### src/rtl/dcache_state_dumper.sv
// Walks every set of the L1 DCache tag and data arrays through their RW0 read ports
// and streams tag words and data rows out as records over a valid/ready interface.
module dcache_state_dumper #(
  parameter int SETS      = 64,
  parameter int WAYS      = 4,
  parameter int TAG_BITS  = 22,
  parameter int ROW_BYTES = 8,
  parameter int ROWS      = 8,
  localparam int SW  = (SETS > 1) ? $clog2(SETS) : 1,
  localparam int WW  = (WAYS > 1) ? $clog2(WAYS) : 1,
  localparam int RW  = (ROWS > 1) ? $clog2(ROWS) : 1,
  localparam int AW  = (SETS * ROWS > 1) ? $clog2(SETS * ROWS) : 1,
  localparam int DW  = ROW_BYTES * 8,
  localparam int TW  = WAYS * TAG_BITS,
  localparam int DRW = WAYS * DW
) (
  input  logic           clk,
  input  logic           reset,
  input  logic           start,
  output logic           busy,
  output logic           done,
  output logic           tag_en,
  output logic [SW-1:0]  tag_addr,
  input  logic [TW-1:0]  tag_rdata,
  output logic           data_en,
  output logic [AW-1:0]  data_addr,
  input  logic [DRW-1:0] data_rdata,
  output logic           out_valid,
  input  logic           out_ready,
  output logic           out_is_tag,
  output logic [SW-1:0]  out_set,
  output logic [WW-1:0]  out_way,
  output logic [RW-1:0]  out_row,
  output logic [DW-1:0]  out_data
);

  typedef enum logic [2:0] {
    IDLE, TAG_REQ, TAG_RSP, TAG_EMIT, DATA_REQ, DATA_RSP, DATA_EMIT, DONE
  } state_t;

  state_t         state;
  logic [SW-1:0]  set_q;
  logic [WW-1:0]  way_q;
  logic [RW-1:0]  row_q;
  logic [TW-1:0]  tag_buf;
  logic [DRW-1:0] data_buf;

  logic          fire, last_way, last_row, last_set;
  logic [WW-1:0] way_nx;

  assign fire     = out_valid & out_ready;
  assign last_way = (way_q == WW'(WAYS - 1));
  assign last_row = (row_q == RW'(ROWS - 1));
  assign last_set = (set_q == SW'(SETS - 1));
  assign way_nx   = way_q + WW'(1);

  function automatic logic [AW-1:0] row_addr(input logic [SW-1:0] s, input logic [RW-1:0] r);
    return AW'(s) * AW'(ROWS) + AW'(r);
  endfunction

  function automatic logic [DW-1:0] tag_field(input logic [TW-1:0] buf_w, input logic [WW-1:0] w);
    return DW'(buf_w[w*TAG_BITS +: TAG_BITS]);
  endfunction

  // Outputs are registered: each transition loads the values for the state being entered.
  always_ff @(posedge clk or posedge reset) begin
    if (reset) begin
      state      <= IDLE;
      set_q      <= '0;
      way_q      <= '0;
      row_q      <= '0;
      tag_buf    <= '0;
      data_buf   <= '0;
      busy       <= 1'b0;
      done       <= 1'b0;
      tag_en     <= 1'b0;
      tag_addr   <= '0;
      data_en    <= 1'b0;
      data_addr  <= '0;
      out_valid  <= 1'b0;
      out_is_tag <= 1'b0;
      out_set    <= '0;
      out_way    <= '0;
      out_row    <= '0;
      out_data   <= '0;
    end else begin
      done <= 1'b0;
      case (state)
        IDLE: begin
          set_q <= '0;
          way_q <= '0;
          row_q <= '0;
          if (start) begin
            busy     <= 1'b1;
            tag_en   <= 1'b1;
            tag_addr <= '0;
            state    <= TAG_REQ;
          end
        end
        TAG_REQ: begin
          tag_en <= 1'b0;
          state  <= TAG_RSP;
        end
        TAG_RSP: begin
          tag_buf    <= tag_rdata;
          out_valid  <= 1'b1;
          out_is_tag <= 1'b1;
          out_set    <= set_q;
          out_way    <= '0;
          out_row    <= '0;
          out_data   <= tag_field(tag_rdata, '0);
          state      <= TAG_EMIT;
        end
        TAG_EMIT: begin
          if (fire) begin
            if (!last_way) begin
              way_q    <= way_nx;
              out_way  <= way_nx;
              out_data <= tag_field(tag_buf, way_nx);
            end else begin
              way_q     <= '0;
              row_q     <= '0;
              out_valid <= 1'b0;
              data_en   <= 1'b1;
              data_addr <= row_addr(set_q, '0);
              state     <= DATA_REQ;
            end
          end
        end
        DATA_REQ: begin
          data_en <= 1'b0;
          state   <= DATA_RSP;
        end
        DATA_RSP: begin
          data_buf   <= data_rdata;
          out_valid  <= 1'b1;
          out_is_tag <= 1'b0;
          out_set    <= set_q;
          out_way    <= '0;
          out_row    <= row_q;
          out_data   <= data_rdata[0 +: DW];
          state      <= DATA_EMIT;
        end
        DATA_EMIT: begin
          if (fire) begin
            if (!last_way) begin
              way_q    <= way_nx;
              out_way  <= way_nx;
              out_data <= data_buf[way_nx*DW +: DW];
            end else begin
              way_q     <= '0;
              out_valid <= 1'b0;
              if (!last_row) begin
                row_q     <= row_q + RW'(1);
                data_en   <= 1'b1;
                data_addr <= row_addr(set_q, row_q + RW'(1));
                state     <= DATA_REQ;
              end else begin
                row_q <= '0;
                if (last_set) begin
                  done  <= 1'b1;
                  state <= DONE;
                end else begin
                  set_q    <= set_q + SW'(1);
                  tag_en   <= 1'b1;
                  tag_addr <= set_q + SW'(1);
                  state    <= TAG_REQ;
                end
              end
            end
          end
        end
        DONE: begin
          busy  <= 1'b0;
          state <= IDLE;
        end
        default: state <= IDLE;
      endcase
    end
  end

endmodule

### config.mk
export PLATFORM = sky130hd
export DESIGN_NAME = dcache_state_dumper
export DESIGN_NICKNAME = d
export VERILOG_FILES = /design/src/rtl/dcache_state_dumper.sv
export SDC_FILE = /design/constraint.sdc
export NUM_CORES = 1
export LEC_CHECK = 0
export CAP_MARGIN = 15
export CORE_MARGIN = 5
export CORE_UTILIZATION = 55
export DETAILED_ROUTE_END_ITERATION = 10
export HOLD_SLACK_MARGIN = 0.05
export PLACE_DENSITY_LB_ADDON = 0.12
export SKIP_CTS_REPAIR_TIMING = 1
export SYNTH_ARGS = -nofsm -noshare
export SYNTH_HDL_FRONTEND = slang
export SYNTH_SLANG_ARGS = --single-unit
### constraint.sdc
create_clock -name clk -period 30.4 [get_ports clk]
set_clock_uncertainty 0.2 [all_clocks]
set_input_delay 4.56 -clock clk [delete_from_list [all_inputs] [get_ports clk]]
set_output_delay 4.56 -clock clk [all_outputs]
set_load 0.05 [all_outputs]
Word-level counts from Yosys, hierarchy flattened
Index checks and enable logic that the tools add are counted.
- bits of input ports: 348
- register bits after elaboration: 454
- output and inout bits: 96
- $mul: 1
- reduce and logical (&&, ||, !) cells: 25
- bitwise logic cells: 1
- eq/ne operators: 23
- $add $sub $neg: 4
- shift-type cells: 2
- muxes and demuxes: 61
- operator list (cell ; number):
    2-to-1 mux 64 bit ; 4
    case mux 64 bit (4 select lines) ; 1
    indexed part select 256 x 9 -> 64 bit ; 1
    indexed part select 88 x 8 -> 22 bit ; 1
    2-to-1 mux 9 bit ; 5
    2-to-1 mux 3 bit ; 12
    2-to-1 mux 6 bit ; 5
    case mux 3 bit (8 select lines) ; 1
    case mux 6 bit (2 select lines) ; 2
    AND reduction 6 bit ; 4
    inequality test 2 bit, second input constant ; 11
    AND reduction 5 bit ; 4
    case mux 9 bit (2 select lines) ; 1
    2-to-1 mux 1 bit ; 17
    equality test 3 bit, second input constant ; 5
    nonzero test 2 bit ; 6
    adder 9 x 3 -> 9 bit ; 1
    case mux 3 bit (3 select lines) ; 1
    nonzero test 3 bit ; 3
    2-to-1 mux 2 bit ; 4
    case mux 2 bit (2 select lines) ; 2
    adder 6 x 1 -> 6 bit, second input constant ; 1
    equality test 3 x 2 -> 1 bit, second input constant ; 2
    equality test 6 bit, second input constant ; 1
    other kinds (15) ; 22

Depth between registers and ports, before layout
- depth in word-level cells: 6
- gate-level depth with buffers: 8

Worst setup path after synthesis
No wires, ideal clock.
- path kind: in2reg
- from: input port out_ready
- to: register out_data[0]
- library setup time: 129 ps
- required time: 30071 ps
- data arrival time: 5727 ps
- path slack: 24344 ps
- stages on the path: 6
- buffers on the path: 2
- path through: buf_2 nand3b_1 maj3_1 clkbuf_1 o211ai_1 o31ai_1
- cells in the longest elaborated chain, start to end: 3
- elaborated cells between the ends (all ways): 4
- RTL lines (element ; RTL line ; RTL):
    from (decl) ; 29 ; input logic out_ready,
    AND 1 bit (*) ; 51 ; assign fire = out_valid & out_ready;
    inequality test 2 bit (no line) ; n/a ;
    AND reduction 5 bit (no line) (*) ; n/a ;
    to (signal assigned) ; 111 ; out_data <= tag_field(tag_rdata, '0);
    to (signal assigned) ; 119 ; out_data <= tag_field(tag_buf, way_nx);
    to (signal assigned) ; 141 ; out_data <= data_rdata[0 +: DW];
    to (decl) ; 34 ; output logic [DW-1:0] out_data
Every way passes the cells marked *; elsewhere a longest branch is shown, timed or not.
A chain may end at the register's enable or synchronous reset.

==> out/summary.txt <==
Period utilization -> 22.8%
Rel. slew slack -> 21.9%
Clk Latency, worst-skew pair -> 560 ps
Chip Height -> 202 µm
Die X-Extent -> 202 µm
Critical path class -> in2async
Placed cells -> 2712
Global-route wire length before repair -> 94000 µm
Leakage -> 11.6 nW
Mean Syn Cell Area -> 10.6 µm²
# nets final -> 2647
FP Rows -> 70
DRT Pass-1 Iters -> 7
Largest net degree at the start of global routing -> 135
Ys async rst share -> 100%
Area Overhead vs Synth -> 31.1%
Status -> completed
Port Buffers -> 443
Max_cap viols -> 0
Tot Pwr -> 2.75 mW
Share of layout cells above drive strength 1 -> 12.4%
Total core area -> 0.0365 mm²
YS warnings -> 0
Sw power -> 1.00 mW
DP Wirelength -> 40700 µm
Initial Util -> 55.5%
Switching share of power -> 36.4%
Initial antenna violation count -> 19
R2r setup slk -> 26200 ps
Register area share after synthesis -> 56.0%
Slew @ Worst Pin -> 1170 ps
Combinational Power Share -> 40.9%
Fillers -> 2637
Synthesized Nets -> 2265
1st-iter DRT viols -> 1245
Fmax -> 144 MHz
Slowest Stage Delay on Critical Path -> 840 ps
Reg power frac -> 37.5%
Post-route setup TNS -> 0 ps
Register bit count reported by yosys -> 454
Worst r2r src -> state[1]$_DFFE_PP0P_
WP data arrival -> 7360 ps
Dominant cells by area after synthesis -> dfrtp_1 (56%), nand2_1 (15%), mux4_2 (7.1%)
CTS Buf Count -> 48
Endpoint type of the worst setup path -> asynchronous set/reset pin
Required time of the critical path -> 30820 ps
CP startpoint kind -> input port
DP Area -> 0.0250 mm²
CP delay by family, top -> buffers and inverters
Vias/cell -> 5.78
H-Tree Depth -> 2
Final core utilization -> 72.8%
Vias -> 16200
Clock share of power -> 21.6%
Buf/Inv on CP -> 4
Worst vdd ir -> 67.5 µV
Pint -> 1.75 mW
Setup crit end -> tag_buf[77]$_DFFE_PP0P_
Synthesized area -> 0.0203 mm²
Number of global-route vias before repair -> 16900
CTS tree -> built
Post-route cell area -> 0.0266 mm²
Leading cell type in the layout, fill and taps excluded -> nand2_1
Crit path cell chain -> clkdlybuf4s50_1 -> inv_8 -> buf_4 -> buf_12
Unique masters post-synth -> 61
# DRC -> 0
Clock-pin transition on the worst setup and hold timing paths -> 60 ps
Antenna-violating nets left -> 0
CP Depth -> 4
Root Driver -> clkbuf_16
Clock sinks -> 454
Die area -> 0.0408 mm²
Gr usage total -> 28.9%
Commonest non-fill, non-tap cells in the layout -> nand2_1 (785), dfrtp_1 (453), clkdlybuf4s50_1 (443)
Hold Crit Class -> reg2reg
Worst path slowest cell -> buf_4
Hold_sp -> data_buf[205]$_DFFE_PP0N_
GPL Wtd Cong -> 0.880
R2r endpoint -> out_data[20]$_DFFE_PP0P_
Cells after Synth -> 1913
Drt wl/cell -> 21.3 µm
Area share of the largest cell type after synthesis -> 56.0%
Final setup fails -> 0
Post-synth EDFFs -> 0
Slew Limit Fails -> 0
Clock Path Buffers -> 3
R2R cell count -> 7
Non-filler cells, final -> 2808
RSZ-0062 raised after global routing -> false
Worst-path fanout max -> 134
WL final -> 59800 µm
Overflow after GRT -> 0
Primary FF master, synth -> dfrtp_1
Fin crit period -> 6940 ps
Pwr Density -> 103 mW/mm²
CP Launch Point -> reset
# IOs -> 444
Fin. Hold Viols -> 0
Cell taking the most area after synthesis -> dfrtp_1
## per-stage QoR
stage | hold slack (ps) | worst slack [ps]
2_1_floorplan | 240 | 12980
3_3_place_gp | 251 | 22820
3_5_place_dp | 257 | 22790
4_1_cts | 272 | 23400
5_1_grt | 288 | 23020
6_report | 269 | 23460
## worst min-delay path by stage
stage / to / slack (ps) / depth (start not counted)
after CTS: data_buf[201]$_DFFE_PP0N_ / 270 / 2
after detailed placement: data_buf[205]$_DFFE_PP0N_ / 260 / 2
after global routing: data_buf[34]$_DFFE_PP0N_ / 290 / 2
final: data_buf[205]$_DFFE_PP0N_ / 270 / 2
after global placement: data_buf[131]$_DFFE_PP0N_ / 250 / 2
after floorplan: data_buf[192]$_DFFE_PP0N_ / 240 / 2
## cells by family after synthesis
family | after synthesis | synth area share, %
AOI/OAI and AO/OA | 256 | 9.17
xor gates and xnor gates | 5 | 0.216
buffers and inverters | 145 | 3.21
muxes | 213 | 15.1
and+or+nand+nor | 834 | 15.9
adders and majority gates | 6 | 0.352
DFF | 454 | 56.0
## layout make-up
class	instances	area, µm²	share of cell area, %
flip-flops and latches	454	11400	42.7
multi-input cells	1314	8340	31.4
repair buffers	465	4610	17.3
clock buffers	73	1500	5.63
well taps	468	586	2.20
clock inverters	11	111	0.419
inverters	12	52.6	0.198
diodes	11	27.5	0.104
## per-layer routing
layer  vias up  share of wire [%]  wire length [µm]  GRT usage (%)
li1       7332                  -                 -              -
met1      8071                 39             23200           37.6
met2       671                 49             29500           47.4
met3       145                7.6              4550           6.22
met4        16                4.0              2420           12.1
met5         -               0.20               117              0
## worst reg2reg max path: stages (launching register included)
cell and delay (ps):
dfrtp_1 330, buf_4 310, clkinv_1 770, nand3_4 320, buf_4 820, buf_4 890
o21ai_0 200, o31ai_1 260
## synthesized netlist by cell type, drive strengths merged, types with 2 or more instances
cell	instances
mux2	107
nand3b	2
o21ai	38
o32ai	2
maj3	2
o21bai	2
clkbuf	53
a31oi	9
a211oi	9
or3	2
mux2i	42
a22o	4
o31ai	16
inv	11
a21oi	11
o211ai	18
a22oi	66
nand2b	3
dfrtp	454
o22ai	18
a221oi	7
nand4	3
nor2	16
nand2	785
buf	80
nor4	3
xnor2	4
ha	4
nand3	10
and3b	2
or2	2
mux4	64
o2bb2ai	43
## power by group through the flow
stage | combinational (mW) | clock, mW | sequential, mW
6_report | 1.12 | 0.593 | 1.03
5_1_grt | 1.22 | 0.628 | 1.06
4_1_cts | 1.13 | 0.601 | 1.03
3_5_place_dp | 1.12 | 0 | 1.04
3_3_place_gp | 1.09 | 0 | 1.02
2_1_floorplan | 0.751 | 0 | 1.07
## state kept, by name, summed over array words and instances (netlist names)
register    count
busy            1
data_addr       9
data_buf      256
data_en         1
done            1
out_data       64
out_is_tag      1
out_row         3
out_set         6
out_valid       1
out_way         2
row_q           3
set_q           6
state           3
tag_addr        6
tag_buf        88
tag_en          1
way_q           2
No activity file was read; power rests on OpenSTA's default activity.
